<file path="src/rtl/alu_reservation_station_if.sv">
// Dispatch, wakeup and issue bundle between the ALU reservation station and its neighbours.
interface alu_reservation_station_if #(
    parameter int unsigned ENTRY_NUM     = 4,
    parameter int unsigned DATA_LEN      = 32,
    parameter int unsigned ALU_OP_WIDTH  = 4,
    parameter int unsigned RRF_TAG_WIDTH = 6
);
    localparam int unsigned CNT_W = $clog2(ENTRY_NUM) + 1;

    logic                     flush_i;
    logic                     dispatch_valid_i;
    logic [ALU_OP_WIDTH-1:0]  dispatch_alu_op_i;
    logic [DATA_LEN-1:0]      dispatch_src1_i;
    logic                     dispatch_src1_ready_i;
    logic [DATA_LEN-1:0]      dispatch_src2_i;
    logic                     dispatch_src2_ready_i;
    logic [RRF_TAG_WIDTH-1:0] dispatch_rrf_tag_i;
    logic                     dispatch_if_write_rrf_i;
    logic                     wakeup_valid_i;
    logic [RRF_TAG_WIDTH-1:0] wakeup_tag_i;
    logic [DATA_LEN-1:0]      wakeup_data_i;
    logic                     issue_stall_i;

    logic                     full_o;
    logic [CNT_W-1:0]         free_count_o;
    logic                     issue_o;
    logic [ALU_OP_WIDTH-1:0]  alu_op_o;
    logic [DATA_LEN-1:0]      src1_o;
    logic [DATA_LEN-1:0]      src2_o;
    logic [RRF_TAG_WIDTH-1:0] rrf_tag_o;
    logic                     if_write_rrf_o;

    modport master (
        output flush_i, dispatch_valid_i, dispatch_alu_op_i, dispatch_src1_i,
               dispatch_src1_ready_i, dispatch_src2_i, dispatch_src2_ready_i,
               dispatch_rrf_tag_i, dispatch_if_write_rrf_i, wakeup_valid_i,
               wakeup_tag_i, wakeup_data_i, issue_stall_i,
        input  full_o, free_count_o, issue_o, alu_op_o, src1_o, src2_o,
               rrf_tag_o, if_write_rrf_o
    );

    modport slave (
        input  flush_i, dispatch_valid_i, dispatch_alu_op_i, dispatch_src1_i,
               dispatch_src1_ready_i, dispatch_src2_i, dispatch_src2_ready_i,
               dispatch_rrf_tag_i, dispatch_if_write_rrf_i, wakeup_valid_i,
               wakeup_tag_i, wakeup_data_i, issue_stall_i,
        output full_o, free_count_o, issue_o, alu_op_o, src1_o, src2_o,
               rrf_tag_o, if_write_rrf_o
    );
endinterface

</file>
<file path="src/rtl/alu_reservation_station.sv">
// Out-of-order issue buffer for the ALU pipe: holds dispatched ops until both
// operands are captured, then issues the lowest-index ready entry.
module alu_reservation_station #(
    parameter int unsigned ENTRY_NUM     = 4,
    parameter int unsigned DATA_LEN      = 32,
    parameter int unsigned ALU_OP_WIDTH  = 4,
    parameter int unsigned RRF_TAG_WIDTH = 6
) (
    input  logic                  clk_i,
    input  logic                  reset_i,
    alu_reservation_station_if.slave rs
);
    localparam int unsigned IDX_W = $clog2(ENTRY_NUM);
    localparam int unsigned CNT_W = IDX_W + 1;

    logic [ENTRY_NUM-1:0]     busy_q;
    logic [ENTRY_NUM-1:0]     src1_rdy_q;
    logic [ENTRY_NUM-1:0]     src2_rdy_q;
    logic [ENTRY_NUM-1:0]     wr_rrf_q;
    logic [ALU_OP_WIDTH-1:0]  alu_op_q  [ENTRY_NUM];
    logic [DATA_LEN-1:0]      src1_q    [ENTRY_NUM];
    logic [DATA_LEN-1:0]      src2_q    [ENTRY_NUM];
    logic [RRF_TAG_WIDTH-1:0] rrf_tag_q [ENTRY_NUM];

    logic [ENTRY_NUM-1:0]     wake1;
    logic [ENTRY_NUM-1:0]     wake2;
    logic [ENTRY_NUM-1:0]     eligible;
    logic                     disp_hit1;
    logic                     disp_hit2;
    logic                     disp_en;
    logic [IDX_W-1:0]         alloc_idx;
    logic                     alloc_ok;
    logic [IDX_W-1:0]         sel_idx;
    logic                     sel_ok;
    logic                     issue_en;
    logic [CNT_W-1:0]         free_cnt;

    // Tag match of the broadcast against stored and incoming sources.
    always_comb begin
        wake1 = '0;
        wake2 = '0;
        for (int i = 0; i < ENTRY_NUM; i++) begin
            wake1[i] = rs.wakeup_valid_i && !src1_rdy_q[i] &&
                       (src1_q[i][RRF_TAG_WIDTH-1:0] == rs.wakeup_tag_i);
            wake2[i] = rs.wakeup_valid_i && !src2_rdy_q[i] &&
                       (src2_q[i][RRF_TAG_WIDTH-1:0] == rs.wakeup_tag_i);
        end
        disp_hit1 = rs.wakeup_valid_i && !rs.dispatch_src1_ready_i &&
                    (rs.dispatch_src1_i[RRF_TAG_WIDTH-1:0] == rs.wakeup_tag_i);
        disp_hit2 = rs.wakeup_valid_i && !rs.dispatch_src2_ready_i &&
                    (rs.dispatch_src2_i[RRF_TAG_WIDTH-1:0] == rs.wakeup_tag_i);
    end

    // Lowest free entry for allocation, lowest ready entry for issue, free count.
    always_comb begin
        alloc_idx = '0;
        alloc_ok  = 1'b0;
        sel_idx   = '0;
        sel_ok    = 1'b0;
        free_cnt  = '0;
        eligible  = busy_q & src1_rdy_q & src2_rdy_q;
        for (int i = ENTRY_NUM - 1; i >= 0; i--) begin
            if (!busy_q[i]) begin
                alloc_ok  = 1'b1;
                alloc_idx = IDX_W'(i);
            end
            if (eligible[i]) begin
                sel_ok  = 1'b1;
                sel_idx = IDX_W'(i);
            end
            free_cnt = free_cnt + CNT_W'(!busy_q[i]);
        end
        disp_en  = rs.dispatch_valid_i && alloc_ok && !rs.flush_i;
        issue_en = sel_ok && !rs.issue_stall_i && !rs.flush_i;
    end

    // Entry storage: flush kill, wakeup capture, issue release, dispatch write.
    always_ff @(posedge clk_i or posedge reset_i) begin
        if (reset_i) begin
            busy_q     <= '0;
            src1_rdy_q <= '0;
            src2_rdy_q <= '0;
            wr_rrf_q   <= '0;
            for (int i = 0; i < ENTRY_NUM; i++) begin
                alu_op_q[i]  <= '0;
                src1_q[i]    <= '0;
                src2_q[i]    <= '0;
                rrf_tag_q[i] <= '0;
            end
        end else if (rs.flush_i) begin
            busy_q <= '0;
        end else begin
            for (int i = 0; i < ENTRY_NUM; i++) begin
                if (busy_q[i] && wake1[i]) begin
                    src1_q[i]     <= rs.wakeup_data_i;
                    src1_rdy_q[i] <= 1'b1;
                end
                if (busy_q[i] && wake2[i]) begin
                    src2_q[i]     <= rs.wakeup_data_i;
                    src2_rdy_q[i] <= 1'b1;
                end
                if (issue_en && (sel_idx == IDX_W'(i))) begin
                    busy_q[i] <= 1'b0;
                end
                // Allocation only targets a non-busy entry, so it never collides with the above.
                if (disp_en && (alloc_idx == IDX_W'(i))) begin
                    busy_q[i]     <= 1'b1;
                    alu_op_q[i]   <= rs.dispatch_alu_op_i;
                    rrf_tag_q[i]  <= rs.dispatch_rrf_tag_i;
                    wr_rrf_q[i]   <= rs.dispatch_if_write_rrf_i;
                    src1_q[i]     <= disp_hit1 ? rs.wakeup_data_i : rs.dispatch_src1_i;
                    src1_rdy_q[i] <= rs.dispatch_src1_ready_i || disp_hit1;
                    src2_q[i]     <= disp_hit2 ? rs.wakeup_data_i : rs.dispatch_src2_i;
                    src2_rdy_q[i] <= rs.dispatch_src2_ready_i || disp_hit2;
                end
            end
        end
    end

    // Issue bundle and occupancy status; data is zeroed when nothing issues.
    always_comb begin
        rs.full_o         = &busy_q;
        rs.free_count_o   = free_cnt;
        rs.issue_o        = issue_en;
        rs.alu_op_o       = '0;
        rs.src1_o         = '0;
        rs.src2_o         = '0;
        rs.rrf_tag_o      = '0;
        rs.if_write_rrf_o = 1'b0;
        if (issue_en) begin
            rs.alu_op_o       = alu_op_q[sel_idx];
            rs.src1_o         = src1_q[sel_idx];
            rs.src2_o         = src2_q[sel_idx];
            rs.rrf_tag_o      = rrf_tag_q[sel_idx];
            rs.if_write_rrf_o = wr_rrf_q[sel_idx];
        end
    end
endmodule

</file>
<file path="src/flat_wrapper.sv">
// flat-port wrapper written by rule: the top's interface ports become plain ports
module alu_reservation_station_flat 
#(
    parameter int unsigned ENTRY_NUM     = 4,
    parameter int unsigned DATA_LEN      = 32,
    parameter int unsigned ALU_OP_WIDTH  = 4,
    parameter int unsigned RRF_TAG_WIDTH = 6
)
  (clk_i, reset_i, rs_flush_i, rs_dispatch_valid_i, rs_dispatch_alu_op_i, rs_dispatch_src1_i, rs_dispatch_src1_ready_i, rs_dispatch_src2_i, rs_dispatch_src2_ready_i, rs_dispatch_rrf_tag_i, rs_dispatch_if_write_rrf_i, rs_wakeup_valid_i, rs_wakeup_tag_i, rs_wakeup_data_i, rs_issue_stall_i, rs_full_o, rs_free_count_o, rs_issue_o, rs_alu_op_o, rs_src1_o, rs_src2_o, rs_rrf_tag_o, rs_if_write_rrf_o);
  alu_reservation_station_if #(.ENTRY_NUM(ENTRY_NUM), .DATA_LEN(DATA_LEN), .ALU_OP_WIDTH(ALU_OP_WIDTH), .RRF_TAG_WIDTH(RRF_TAG_WIDTH)) rs_i ();
  input  logic clk_i;
  input  logic reset_i;
  input wire logic [$bits(rs_i.flush_i)-1:0] rs_flush_i;
  input wire logic [$bits(rs_i.dispatch_valid_i)-1:0] rs_dispatch_valid_i;
  input wire logic [$bits(rs_i.dispatch_alu_op_i)-1:0] rs_dispatch_alu_op_i;
  input wire logic [$bits(rs_i.dispatch_src1_i)-1:0] rs_dispatch_src1_i;
  input wire logic [$bits(rs_i.dispatch_src1_ready_i)-1:0] rs_dispatch_src1_ready_i;
  input wire logic [$bits(rs_i.dispatch_src2_i)-1:0] rs_dispatch_src2_i;
  input wire logic [$bits(rs_i.dispatch_src2_ready_i)-1:0] rs_dispatch_src2_ready_i;
  input wire logic [$bits(rs_i.dispatch_rrf_tag_i)-1:0] rs_dispatch_rrf_tag_i;
  input wire logic [$bits(rs_i.dispatch_if_write_rrf_i)-1:0] rs_dispatch_if_write_rrf_i;
  input wire logic [$bits(rs_i.wakeup_valid_i)-1:0] rs_wakeup_valid_i;
  input wire logic [$bits(rs_i.wakeup_tag_i)-1:0] rs_wakeup_tag_i;
  input wire logic [$bits(rs_i.wakeup_data_i)-1:0] rs_wakeup_data_i;
  input wire logic [$bits(rs_i.issue_stall_i)-1:0] rs_issue_stall_i;
  output wire logic [$bits(rs_i.full_o)-1:0] rs_full_o;
  output wire logic [$bits(rs_i.free_count_o)-1:0] rs_free_count_o;
  output wire logic [$bits(rs_i.issue_o)-1:0] rs_issue_o;
  output wire logic [$bits(rs_i.alu_op_o)-1:0] rs_alu_op_o;
  output wire logic [$bits(rs_i.src1_o)-1:0] rs_src1_o;
  output wire logic [$bits(rs_i.src2_o)-1:0] rs_src2_o;
  output wire logic [$bits(rs_i.rrf_tag_o)-1:0] rs_rrf_tag_o;
  output wire logic [$bits(rs_i.if_write_rrf_o)-1:0] rs_if_write_rrf_o;
  assign rs_i.flush_i = rs_flush_i;
  assign rs_i.dispatch_valid_i = rs_dispatch_valid_i;
  assign rs_i.dispatch_alu_op_i = rs_dispatch_alu_op_i;
  assign rs_i.dispatch_src1_i = rs_dispatch_src1_i;
  assign rs_i.dispatch_src1_ready_i = rs_dispatch_src1_ready_i;
  assign rs_i.dispatch_src2_i = rs_dispatch_src2_i;
  assign rs_i.dispatch_src2_ready_i = rs_dispatch_src2_ready_i;
  assign rs_i.dispatch_rrf_tag_i = rs_dispatch_rrf_tag_i;
  assign rs_i.dispatch_if_write_rrf_i = rs_dispatch_if_write_rrf_i;
  assign rs_i.wakeup_valid_i = rs_wakeup_valid_i;
  assign rs_i.wakeup_tag_i = rs_wakeup_tag_i;
  assign rs_i.wakeup_data_i = rs_wakeup_data_i;
  assign rs_i.issue_stall_i = rs_issue_stall_i;
  assign rs_full_o = rs_i.full_o;
  assign rs_free_count_o = rs_i.free_count_o;
  assign rs_issue_o = rs_i.issue_o;
  assign rs_alu_op_o = rs_i.alu_op_o;
  assign rs_src1_o = rs_i.src1_o;
  assign rs_src2_o = rs_i.src2_o;
  assign rs_rrf_tag_o = rs_i.rrf_tag_o;
  assign rs_if_write_rrf_o = rs_i.if_write_rrf_o;
  alu_reservation_station #(.ENTRY_NUM(ENTRY_NUM), .DATA_LEN(DATA_LEN), .ALU_OP_WIDTH(ALU_OP_WIDTH), .RRF_TAG_WIDTH(RRF_TAG_WIDTH)) u_core (.clk_i(clk_i), .reset_i(reset_i), .rs(rs_i));
endmodule
</file>
<file path="config.mk">
export PLATFORM = sky130hd
export DESIGN_NAME = alu_reservation_station_flat
export DESIGN_NICKNAME = d
export VERILOG_FILES = /design/src/rtl/alu_reservation_station_if.sv /design/src/rtl/alu_reservation_station.sv /design/src/flat_wrapper.sv
export SDC_FILE = /design/constraint.sdc
export NUM_CORES = 1
export LEC_CHECK = 0
export BUFFER_PORTS_ARGS = -buffer_cell sky130_fd_sc_hd__buf_4
export CAP_MARGIN = 30
export CELL_PAD_IN_SITES_DETAIL_PLACEMENT = 2
export CELL_PAD_IN_SITES_GLOBAL_PLACEMENT = 2
export CORE_MARGIN = 10
export CORE_UTILIZATION = 35
export CTS_BUF_LIST = sky130_fd_sc_hd__clkbuf_8
export DETAILED_ROUTE_END_ITERATION = 7
export PLACE_DENSITY = 0.79
export SYNTH_ARGS = -nofsm -noshare
export SYNTH_HDL_FRONTEND = slang
export SYNTH_SLANG_ARGS = --single-unit
</file>
<file path="constraint.sdc">
create_clock -name clk_i -period 9.3 [get_ports clk_i]
set_input_delay 0.93 -clock clk_i [delete_from_list [all_inputs] [get_ports clk_i]]
set_output_delay 0.93 -clock clk_i [all_outputs]
set_load 0.005 [all_outputs]
</file>
; ---- Yosys cells after proc, flatten, opt, wreduce, memory -nomap -nowiden
; Cells that the tools add are included.
[classes]
magnitude_cmp = 2
bitwise_logic = 4
n_reduce_logical = 85
mux = 78
n_eq_ne = 16
add_sub_neg = 3
[op_table]
columns = operator, n
row1 = $mux 32, 24
row2 = $bmux 32 s2, 2
row3 = $eq 6x6->1, 10
row4 = $logic_and 1x1->1, 40
row5 = $mux 1, 34
row6 = $reduce_and 2->1, 12
row7 = $mux 6, 3
row8 = $logic_not 1->1, 16
row9 = $mux 2, 8
row10 = $mux 4, 4
row11 = $reduce_bool 2->1, 8
row12 = $bmux 6 s2, 1
row13 = $reduce_bool 3->1, 4
row14 = $and 4x4->4, 2
row15 = $bmux 4 s2, 1
row16 = $eq 2x2->1 const B, 4
row17 = $add 3x1->3, 2
row18 = $eq 2x1->1 const B, 2
row19 = $logic_not 2->1, 2
row20 = $reduce_and 4->1, 1
row21 = $ge 3x3->1 const B, 1
row22 = $lt 2x3->1 const B, 1
row23 = $not 2->3, 1
row24 = $add 1x1->2, 1
row25 = other kinds (3), 4
[word_totals]
out_inout_bits = 80
input_bits = 121
regBits = 312

; ---- Longest topological paths before layout
[depth]
depth_word = 12
mapped_depth = 9
mapped_depth_nobuf = 6

; ---- Least setup slack after synthesis
; OpenSTA, ideal clock, no wires.
[synth_path]
path_kind = input to output
from = in rs_flush_i
to = out rs_src1_o[0]
required_ps = 8370
slack_ps = 6380
t_arrival_ps = 1990
stages = 5
cell_sequence = buf_2 a311o_1 clkbuf_1 clkbuf_1 nor2_1
[synth_via]
elab_chain_cells = 3
[synth_rtl]
columns = item, line
row1 = from (decl), flat_wrapper.sv:13  ; input wire logic [$bits(rs_i.flush_i)-1:0] rs_flush_i;
row2 = $logic_not 1->1, alu_reservation_station.sv:74  ; issue_en = sel_ok && !rs.issue_stall_i && !rs.flush_i;
row3 = $logic_and 1x1->1, alu_reservation_station.sv:74
row4 = $mux 32, alu_reservation_station.sv:130  ; if (issue_en) begin
row5 = to (decl), flat_wrapper.sv:30  ; output wire logic [$bits(rs_i.src1_o)-1:0] rs_src1_o;
; Every way passes these cells.

; ---- Worst setup path in the final report
[layout_path]
from = reg u_core.busy_q[2]
to = out rs_src2_o[26]
[layout_via]
elab_chain_cells = 10
[layout_rtl]
columns = item, line
row1 = from (decl), alu_reservation_station.sv:16  ; logic [ENTRY_NUM-1:0] busy_q;
row2 = from (signal assigned), alu_reservation_station.sv:80  ; busy_q <= '0;
row3 = from (signal assigned), alu_reservation_station.sv:91  ; busy_q <= '0;
row4 = "from (signal, indexed assignment)", alu_reservation_station.sv:103  ; busy_q[i] <= 1'b0;
row5 = $and 4x4->4 * (2 in series), alu_reservation_station.sv:61  ; eligible = busy_q & src1_rdy_q & src2_rdy_q;
row6 = $mux 2 (3 in series), alu_reservation_station.sv:67  ; if (eligible[i]) begin
row7 = $not 2->3 (not written as such), alu_reservation_station.sv:133  ; rs.src2_o = src2_q[sel_idx];
row8 = $bmux 32 s2, alu_reservation_station.sv:133
row9 = $mux 32 (not written as such) (2 in series), alu_reservation_station.sv:133
row10 = $mux 32 *, alu_reservation_station.sv:130
row11 = to (decl), flat_wrapper.sv:31  ; output wire logic [$bits(rs_i.src2_o)-1:0] rs_src2_o;
; Every way passes the cells marked *; elsewhere a longest branch is shown, timed or not. The select of a mux whose other input is x is not followed.

==> metrics.txt <==
GRT Util Overall=23.3%; Leakage=9.27 nW; Resized cells post-CTS=0; Slowest-stage cell, CP=a222oi_1; number of synthesized flops with an enable pin=0; largest net degree at the start of global routing=166; routed vias=14,579; Post-Syn Area=16,900 um2; crit-path leading delay family=simple AND/OR/NAND/NOR gates; max layer used=met5; slowest cell delay on critical path=0.72 ns; Detailed Route WL=67,400 um; Setup crit end kind=primary output; largest vdd supply drop=0.105 mV; first-pass GRT wire length=104,000 um; worst setup margin=4.80 ns; initial antenna violation count=3; # rows=80; RR Startpoint=u_core.busy_q[3]; Simple-Gate Fraction of Synth Area=roughly 11%; Req. time, crit path=8.37 ns; post-synthesis mux area share=19.9%; CP startpoint kind=register; starting density of the core=between 30% and 40%; power consumption=4.08 mW; DP Worst Slack=approximately 5.2 ns; flop-to-flop setup slack=5.75 ns; Avg WL per Cell=27.1 um; max frequency=between 200 and 250 MHz; sequential cell area=7810 um2; Buf/Inv on CP=2; Die Wd=240 um; cell area after layout=approximately 20,000 um2; post-detail-place hpwl=about 45,000 um; fin crit period=4.50 ns; DP Cell Count=2,382; CTS root buf=clkbuf_8; Fin Hold WS=0.374 ns; Worst slew margin=slightly below 30%; htree depth=2; area of the multi-input gates=8610 um2; final setup violation count=0; Synth area leaders=dfrtp_1, mux2i_1, mux2_2, nor2_1, nand2_1; met2 wire len=33,100 um; Setup Skew=0.0341 ns; Flop pwr share=about 47%; Syn Nets=1,800; DRT Pass-1 Iters=8; core area=47,700 um2; Sw Share=32.5%; Filler Cells Inserted=~5,000; clk buf depth=3; Placer Congestion=0.819; Util after Layout=42.3%; flops & latches, synth=~310; Final nets=1,954; area post-placement=19,000 um2; clk sinks=roughly 310; area added between synthesis and finish=19.3%; worst-margin pin slew=1.06 ns; ANT nets after route=0; vias in the first global route=16,391; Chip Height=roughly 240 um; critical path class=register to primary output; data arrival time of the critical path=3.57 ns; TritonCTS Buffers=59; Fin Setup TNS=0 ns; largest family of logic cells by synthesized area=multiplexers; WL met1=about 28,000 um; Hold WC Path Type=primary input to asynchronous set/reset pin; TritonCTS clock tree=yes; hold_buf cts=0; Comb power frac=20.2%; Skew-Pair Late Insertion Delay=0.67 ns; GRT overflow=0; Synth Area in XOR/XNOR=between 3 and 4%; share of layout cells above drive strength 1=roughly a quarter; Routed met3 length=3640 um; die footprint=about 58,000 um2; Setup Buffers After CTS=0; I/O Pins=201; Sw Pwr=1.32 mW; max-cap viol count=0; post-synth top area share=46.2%; Clock transition at path regs=0.06 ns; Synthesis Warnings=0; Compound-Gate Fraction of Synth Area=15.5%; Synth async-reset ratio=100%; Hold Fails Final Rpt=0; distinct cell type count after synthesis=44; R2R depth=6; reg2reg end=u_core.src2_q[58]; vias per cell=5.86; synthesized area per cell=10.1 um2; adder-cell share of the synthesized area=0.414%; Final Non-Filler Cells=2,486; dominant synthesized flop cell=dfrtp_1; crit share post-route=around half; sequential share of the synthesized area=46.2%; CP max FO=40; DRT iter0 DRCs=1,089; Internal=2.75 mW; Synth area leader=dfrtp_1; RSZ-0062 raised after global routing=no; cells along the critical path=nand3_1 > nand3_1 > nand2_2 > buf_4 > a222oi_1 > nor2_1 > buf_4; Pwr Density=202 nW/um2; drt drc=0; Final Slew Violations=0; outcome=complete, no violations; PortBufs=200; clock network power share=between 30% and 40%; Syn Inst Count=1,674
Yosys cell counts, drive strengths merged, types with 7 or more instances:
library cell,number
o32a,8
xor2,30
nor2,208
a22o,75
clkbuf,86
nand2,201
mux2,128
xnor2,30
buf,54
nand4,7
inv,9
dfrtp,312
nand3,8
mux2i,192
o21ai,72
a222oi,75
a21oi,136
cell families (layout without fill, tap and decap cells):
family / count (synthesis) / after routing
compound gates: 371 / 371
xor+xnor: 60 / 60
fa+ha+maj: 5 / 5
buf+inv: 149 / 344
flops: 312 / 312
mux: 320 / 320
other cells: 0 / 2
simple gates: 457 / 457
cell usage in the layout (no fill, tap or decap), types with 3 or more instances in the layout:
master / synthesis / final
xor2_1: 30 / 30
a21oi_1: 131 / 128
o21ai_4: 0 / 8
mux2_2: 128 / 128
nand2_1: 201 / 200
clkbuf_8: 0 / 73
ha_1: 4 / 4
and3_1: 5 / 4
xnor2_1: 30 / 30
o21ai_1: 36 / 30
o21ai_0: 35 / 34
or4_1: 3 / 3
buf_12: 0 / 4
dfrtp_1: 312 / 312
buf_4: 1 / 228
clkinv_2: 0 / 5
a222oi_1: 75 / 75
o32a_1: 8 / 8
nor3_1: 4 / 4
o31ai_1: 3 / 3
nor4_1: 4 / 4
nor2_1: 208 / 207
mux2i_1: 192 / 192
a22o_1: 75 / 75
nand4_1: 7 / 7
nand3_1: 8 / 8
a21oi_4: 3 / 8
inv_1: 8 / 30
power by group through the flow:
stage	registers [mW]	logic [mW]	clock network (mW)
after floorplan	1.82	0.541	0
after global placement	1.90	0.762	0
after detailed placement	1.92	0.820	0
after CTS	1.90	0.830	1.39
after global routing	1.94	0.917	1.45
final	1.91	0.823	1.34
flip-flops by register name, indices dropped and copies added, names as in the netlist:
signal,cells
u_core.alu_op_q,16
u_core.busy_q,4
u_core.src2_rdy_q,4
u_core.src1_rdy_q,4
u_core.src2_q,128
u_core.wr_rrf_q,4
u_core.rrf_tag_q,24
u_core.src1_q,128
worst max-delay path by stage:
stage / from / slack (ns) / cells past startpoint / to
3_5_place_dp: rs_flush_i / 5.19 / 6 / u_core.src2_q[50]
2_1_floorplan: reset_i / 4.22 / 1 / u_core.alu_op_q[0]
3_3_place_gp: u_core.busy_q[2] / 5.04 / 7 / rs_src1_o[9]
4_1_cts: u_core.src1_rdy_q[3] / 4.81 / 7 / rs_src2_o[26]
6_report: u_core.busy_q[2] / 4.80 / 7 / rs_src2_o[26]
5_1_grt: u_core.busy_q[3] / 4.71 / 7 / rs_src2_o[29]
per-layer routing:
| layer | track usage (%) | up-vias |
|---|---|---|
| li1 | - | 6362 |
| met1 | 28.9 | 7656 |
| met2 | 39.7 | 445 |
| met3 | 4.15 | 114 |
| met4 | 8.78 | 2 |
| met5 | 0 | - |
layout make-up:
class | instances | area share, %
multi-input combinational | 1213 | 42.7
inverter | 9 | 0.186
clock inverter | 29 | 0.701
sequential | 312 | 38.7
timing repair buffer | 233 | 8.93
tap | 615 | 3.81
clock buffer | 73 | 4.98
antenna | 2 | 0.0248
Power figures use the tool's default switching activity.
